--- src/rtl/regime_scan_ctrl_if.sv ---
// Handshake bundle for regime_scan_ctrl: word/value input side, run-length result side.
// master = producer/consumer driving the scanner, slave = the scanner itself.
interface regime_scan_ctrl_if #(
    parameter int N     = 16,
    parameter int CHUNK = 4
);
    localparam int NCH = N / CHUNK;
    localparam int W   = $clog2(N + 1);
    localparam int SW  = $clog2(NCH + 1);

    logic          in_valid;
    logic          in_ready;
    logic [N-1:0]  bits;
    logic          val;
    logic          flush;
    logic          out_valid;
    logic          out_ready;
    logic [W-1:0]  run_len;
    logic          all_set;
    logic [SW-1:0] scan_cycles;

    modport master (
        output in_valid, bits, val, flush, out_ready,
        input  in_ready, out_valid, run_len, all_set, scan_cycles
    );

    modport slave (
        input  in_valid, bits, val, flush, out_ready,
        output in_ready, out_valid, run_len, all_set, scan_cycles
    );
endinterface

--- src/rtl/regime_scan_ctrl.sv ---
// Multi-cycle leading-run counter for posit regime decode, CHUNK bits per SCAN cycle.
// Define REGIME_SCAN_BACK2BACK_EN to accept the next word in DONE and skip the IDLE bubble.
module regime_scan_ctrl #(
    parameter int N     = 16,
    parameter int CHUNK = 4
) (
    input  logic              clk,
    input  logic              rst_n,
    regime_scan_ctrl_if.slave bus
);
    localparam int NCH = N / CHUNK;
    localparam int W   = $clog2(N + 1);
    localparam int SW  = $clog2(NCH + 1);
    localparam int CW  = $clog2(CHUNK + 1);
    localparam int CIW = (NCH > 1) ? $clog2(NCH) : 1;

    typedef enum logic [1:0] {
        IDLE,
        SCAN,
        DONE
    } state_t;

    state_t         state;
    state_t         state_d;

    logic [N-1:0]   sh;
    logic           v_q;
    logic [W-1:0]   cnt;
    logic [CIW-1:0] ci;
    logic [W-1:0]   run_len_q;
    logic           all_set_q;
    logic [SW-1:0]  scan_cycles_q;

    logic [CHUNK-1:0] match;
    logic [CW-1:0]    r;
    logic             run_open;
    logic [W-1:0]     cnt_end;
    logic             last_chunk;
    logic             scan_more;
    logic             scan_end;
    logic             load;

    // Bits equal to v_q become 1, so the run is the count of leading ones in match.
    always_comb begin
        match    = sh[N-1 -: CHUNK] ^ {CHUNK{~v_q}};
        r        = '0;
        run_open = 1'b1;
        for (int i = CHUNK - 1; i >= 0; i--) begin
            if (run_open && match[i]) begin
                r = r + CW'(1);
            end else begin
                run_open = 1'b0;
            end
        end
    end

    assign last_chunk = (ci == CIW'(NCH - 1));
    assign scan_more  = (state == SCAN) && (r == CW'(CHUNK)) && !last_chunk;
    assign scan_end   = (state == SCAN) && !scan_more;
    assign cnt_end    = cnt + W'(r);
    assign load       = bus.in_valid && bus.in_ready && !bus.flush;

    always_ff @(posedge clk or negedge rst_n) begin
        if (!rst_n) begin
            state <= IDLE;
        end else begin
            state <= state_d;
        end
    end

    // in_ready is held low while reset is asserted even though state already reads IDLE.
    always_comb begin
        state_d       = state;
        bus.in_ready  = 1'b0;
        bus.out_valid = (state == DONE);

        if (rst_n) begin
            case (state)
                IDLE:    bus.in_ready = 1'b1;
`ifdef REGIME_SCAN_BACK2BACK_EN
                DONE:    bus.in_ready = bus.out_ready && !bus.flush;
`endif
                default: bus.in_ready = 1'b0;
            endcase
        end

        if (bus.flush) begin
            state_d = IDLE;
        end else begin
            case (state)
                IDLE: begin
                    if (load) begin
                        state_d = SCAN;
                    end
                end
                SCAN: begin
                    if (scan_end) begin
                        state_d = DONE;
                    end
                end
                DONE: begin
                    if (bus.out_ready) begin
                        state_d = load ? SCAN : IDLE;
                    end
                end
                default: state_d = IDLE;
            endcase
        end
    end

    // Result registers only move when a scan completes, so they stay frozen through backpressure.
    always_ff @(posedge clk or negedge rst_n) begin
        if (!rst_n) begin
            sh            <= '0;
            v_q           <= 1'b0;
            cnt           <= '0;
            ci            <= '0;
            run_len_q     <= '0;
            all_set_q     <= 1'b0;
            scan_cycles_q <= '0;
        end else if (load) begin
            sh  <= bus.bits;
            v_q <= bus.val;
            cnt <= '0;
            ci  <= '0;
        end else if (!bus.flush && scan_more) begin
            cnt <= cnt + W'(CHUNK);
            sh  <= sh << CHUNK;
            ci  <= ci + CIW'(1);
        end else if (!bus.flush && scan_end) begin
            cnt           <= cnt_end;
            run_len_q     <= cnt_end;
            all_set_q     <= (cnt_end == W'(N));
            scan_cycles_q <= SW'(ci) + SW'(1);
        end
    end

    assign bus.run_len     = run_len_q;
    assign bus.all_set     = all_set_q;
    assign bus.scan_cycles = scan_cycles_q;
endmodule

--- src/flat_wrapper.sv ---
// flat-port wrapper written by rule: the top's interface ports become plain ports
module regime_scan_ctrl_flat 
#(
    parameter int N     = 16,
    parameter int CHUNK = 4
)
  (clk, rst_n, bus_in_valid, bus_bits, bus_val, bus_flush, bus_out_ready, bus_in_ready, bus_out_valid, bus_run_len, bus_all_set, bus_scan_cycles);
  regime_scan_ctrl_if #(.N(N), .CHUNK(CHUNK)) bus_i ();
  input  logic clk;
  input  logic rst_n;
  input wire logic [$bits(bus_i.in_valid)-1:0] bus_in_valid;
  input wire logic [$bits(bus_i.bits)-1:0] bus_bits;
  input wire logic [$bits(bus_i.val)-1:0] bus_val;
  input wire logic [$bits(bus_i.flush)-1:0] bus_flush;
  input wire logic [$bits(bus_i.out_ready)-1:0] bus_out_ready;
  output wire logic [$bits(bus_i.in_ready)-1:0] bus_in_ready;
  output wire logic [$bits(bus_i.out_valid)-1:0] bus_out_valid;
  output wire logic [$bits(bus_i.run_len)-1:0] bus_run_len;
  output wire logic [$bits(bus_i.all_set)-1:0] bus_all_set;
  output wire logic [$bits(bus_i.scan_cycles)-1:0] bus_scan_cycles;
  assign bus_i.in_valid = bus_in_valid;
  assign bus_i.bits = bus_bits;
  assign bus_i.val = bus_val;
  assign bus_i.flush = bus_flush;
  assign bus_i.out_ready = bus_out_ready;
  assign bus_in_ready = bus_i.in_ready;
  assign bus_out_valid = bus_i.out_valid;
  assign bus_run_len = bus_i.run_len;
  assign bus_all_set = bus_i.all_set;
  assign bus_scan_cycles = bus_i.scan_cycles;
  regime_scan_ctrl #(.N(N), .CHUNK(CHUNK)) u_core (.clk(clk), .rst_n(rst_n), .bus(bus_i));
endmodule
--- config.mk ---
export PLATFORM = sky130hd
export DESIGN_NAME = regime_scan_ctrl_flat
export DESIGN_NICKNAME = d
export VERILOG_FILES = /design/src/rtl/regime_scan_ctrl_if.sv /design/src/rtl/regime_scan_ctrl.sv /design/src/flat_wrapper.sv
export SDC_FILE = /design/constraint.sdc
export NUM_CORES = 1
export LEC_CHECK = 0
export BUFFER_PORTS_ARGS = -buffer_cell sky130_fd_sc_hd__buf_2
export CORE_ASPECT_RATIO = 1.25
export CORE_MARGIN = 2
export CORE_UTILIZATION = 45
export CTS_CLUSTER_DIAMETER = 80
export CTS_CLUSTER_SIZE = 14
export DETAILED_ROUTE_END_ITERATION = 10
export HOLD_SLACK_MARGIN = 0.06
export PLACE_DENSITY_LB_ADDON = 0.25
export SYNTH_ARGS = -nofsm -noshare
export SYNTH_HDL_FRONTEND = slang
export SYNTH_SLANG_ARGS = --single-unit
export TNS_END_PERCENT = 100
--- constraint.sdc ---
create_clock -name clk -period 3.4 [get_ports clk]
set_input_delay 1.02 -clock clk [delete_from_list [all_inputs] [get_ports clk]]
set_output_delay 1.02 -clock clk [all_outputs]
set_load 0.05 [all_outputs]
==> results.sh <==
export IMPL_run_status="finished clean"
export IMPL_yosys_warnings=0
export IMPL_wl_mm=3.857
export IMPL_vias_per_cell=5.203
export IMPL_drv_slew=0
export IMPL_clock_fmax_ghz=0.3467
export IMPL_cts_root_buf="clkbuf_8"
export IMPL_drt_initial_drc_count=34
export IMPL_fin_util_pct=55.38
export IMPL_synth_area_um2=1826
export IMPL_cap_violations=0
export IMPL_worstSetupPathType="register to register"
export IMPL_ioPinCount=33
export IMPL_clk_pin_slew_ps=80
export IMPL_ant_nets=0
export IMPL_synth_cell_types=38
export IMPL_n_antenna_cell=0
export IMPL_die_w_um=60.97
export IMPL_grt_max_degree=36
export IMPL_ir_drop_mv=0.3161
export IMPL_grt_pass1_wl_mm=6.354
export IMPL_cts_buffer_depth=2
export IMPL_drc=0
export IMPL_stdcell_count=276
export IMPL_rows=25
export IMPL_drive_above_1_share_pct=23.87
export IMPL_yosysSeqAreaShare_pct=47.98
export IMPL_nets=251
export IMPL_clk_latency_ps=300
export IMPL_grt_overflow=0
export IMPL_port_buffers=32
export IMPL_design_area_um2=2131
export IMPL_rsz0062_at_grt="no"
export IMPL_tns_ps=0
export IMPL_finalCritPeriodShare_pct=84.83
export IMPL_place_gp_congestion=0.7692
export IMPL_htreeDepth=2
export IMPL_vias=1436
export IMPL_syn_avg_cell_area_um2=9.921
export IMPL_die_h_um=75.21
export IMPL_power_density_nw_per_um2=535.2
export IMPL_finClkSkew_ps=12.17
export IMPL_synth_flop_cell="dfrtp_1"
export IMPL_clkSinkCount=35
export IMPL_max_slew_margin_pct=70.56
export IMPL_total_power_w=0.001140
export IMPL_synth_area_leaders="dfrtp_1, o21ai_0, a22oi_1, ha_1, nand2_1"
export IMPL_async_flop_share_pct=100.0
export IMPL_crit_fanout=7
export IMPL_finalCriticalPeriod_ps=2884
export IMPL_dp_hpwl_mm=2.726
export IMPL_ys_ff_latch=35
export IMPL_endpoint_kind="register"
export IMPL_worstPathArrival_ps=3080
export IMPL_hp_class="register to register"
export IMPL_synth_edf_count=0
export IMPL_initial_utilization_pct=47.45
export IMPL_cts_setup_buffers=0
export IMPL_dr_pass1_iters=4
export IMPL_worstSetupStartpointType="register"
export IMPL_wl_per_cell_um=13.97
export IMPL_cts_buffers=5
export IMPL_track_usage_pct=18.99
export IMPL_post_cts_resized=0
export IMPL_synth_net_count=214
export IMPL_cts_tree="done"
export IMPL_yosys_area_top_type_share_pct=47.98
export IMPL_final_hold_viol_count=0
export IMPL_synth_area_leader_cell="dfrtp_1"
export IMPL_critPathRequiredTime_ps=3590
export IMPL_worstMarginPinSlew_ps=441.5
export IMPL_synthCells=184
export IMPL_die_area_um2=4585
export IMPL_postPlaceCellArea_um2=2046
export IMPL_syn2layout_area_growth_pct=16.72
export IMPL_p_leak_nw=1.038
export IMPL_dp_cells=268
export IMPL_setup_violations=0
export IMPL_ctsHoldBuffers=0
export IMPL_fp_coreArea_um2=3847
export IMPL_antenna_found_initial=0
export IMPL_grt_pass1_vias=1422
## worst max-delay path: stages, from the launching register on
cell     delay, ps
dfrtp_1        430
or2_2          340
o21ai_2        280
ha_1           190
a21o_1         190
and2_1         180
inv_1           60
fa_1           420
nor2b_1        120
o21ai_0         90
xor2_1         180
o41ai_1        310
## cells by family (layout without fill, tap and decap cells)
family	Yosys count	in the layout	synth area share, %
mux	4	4	2.399
simple gates	48	48	12.95
xor+xnor	3	3	1.440
fa+ha+maj	8	8	5.894
buf+inv	25	63	6.168
flops	35	35	47.98
compound gates	61	61	23.17
## per-layer routing
metal  global-route usage (%)  vias up  wire [um]
met2                    29.27       26       1862
met1                    25.08      688       1797
met5                        0        -          0
met3                    4.811        5        129
li1                         -      717          -
met4                    8.696        0         68
## area by class of cell
cell class	instances	area (um2)
clock inverter	2	12.51
sequential	35	875.8
multi-input combinational	124	837.1
clock buffer	6	72.57
tap	54	67.56
fill	355	1717
inverter	18	67.56
timing repair buffer	37	197.7
## cell usage after synthesis (2+ instances only)
cell type  instances
or2_2              2
o21ai_1            5
ha_1               7
nor2_1             8
nand3_1            5
nor2b_1            4
buf_4              3
clkbuf_1           3
dfrtp_1           35
mux2_2             3
a21o_1             3
a21oi_1            3
xor2_1             3
nand2_1           19
a22oi_1           13
and2_1             2
nor3b_1            3
a2111oi_4          2
o22ai_1            2
inv_1             17
o21ai_0           25
## per-stage QoR
step	worst slack [ps]	hold WS [ps]
3_3_place_gp	609.7	479.7
4_1_cts	509.2	499.8
5_1_grt	303.2	523.6
2_1_floorplan	472.1	472.3
6_report	515.7	496.8
3_5_place_dp	525.9	482.5
## worst paths after layout
path | slack [ps] | startpoint | endpoint | cells after the start
worst min-delay path | 500 | u_core.bus.run_len[1] | u_core.bus.run_len[1] | 1
max in group asynchronous | 2320 | rst_n | u_core.sh[11] | 2
worst max register to register | 520 | u_core.v_q | u_core.bus.all_set | 11
worst min register to register | 500 | u_core.bus.run_len[1] | u_core.bus.run_len[1] | 1
min in group asynchronous | 760 | rst_n | u_core.cnt[1] | 2
worst max-delay path | 520 | u_core.v_q | u_core.bus.all_set | 11
## layout by cell type (no fill, tap or decap), types with 4 or more instances in the layout
cell	Yosys	final
o21ai_1	5	5
dfrtp_1	35	35
a22oi_1	13	13
nor2_1	8	8
buf_2	0	32
ha_1	7	7
nor2b_1	4	4
nand3_1	5	5
o21ai_0	25	25
clkbuf_8	0	5
buf_4	3	5
inv_1	17	17
nand2_1	19	19
## registers in the layout (all words and copies together) (netlist names)
name,cells
u_core.bus.run_len,5
u_core.cnt,5
u_core.bus.scan_cycles,3
u_core.state,2
u_core.ci,2
u_core.sh,16
u_core.bus.all_set,1
u_core.v_q,1
## power by group
part	internal, W	total [W]	switching, W
clock	0.000143	0.000298	0.000155
combinational	0.000104	0.000311	0.000207
sequential	0.000483	0.000531	0.0000482
total	0.000730	0.00114	0.000410
No activity file was read; power rests on OpenSTA's default activity.
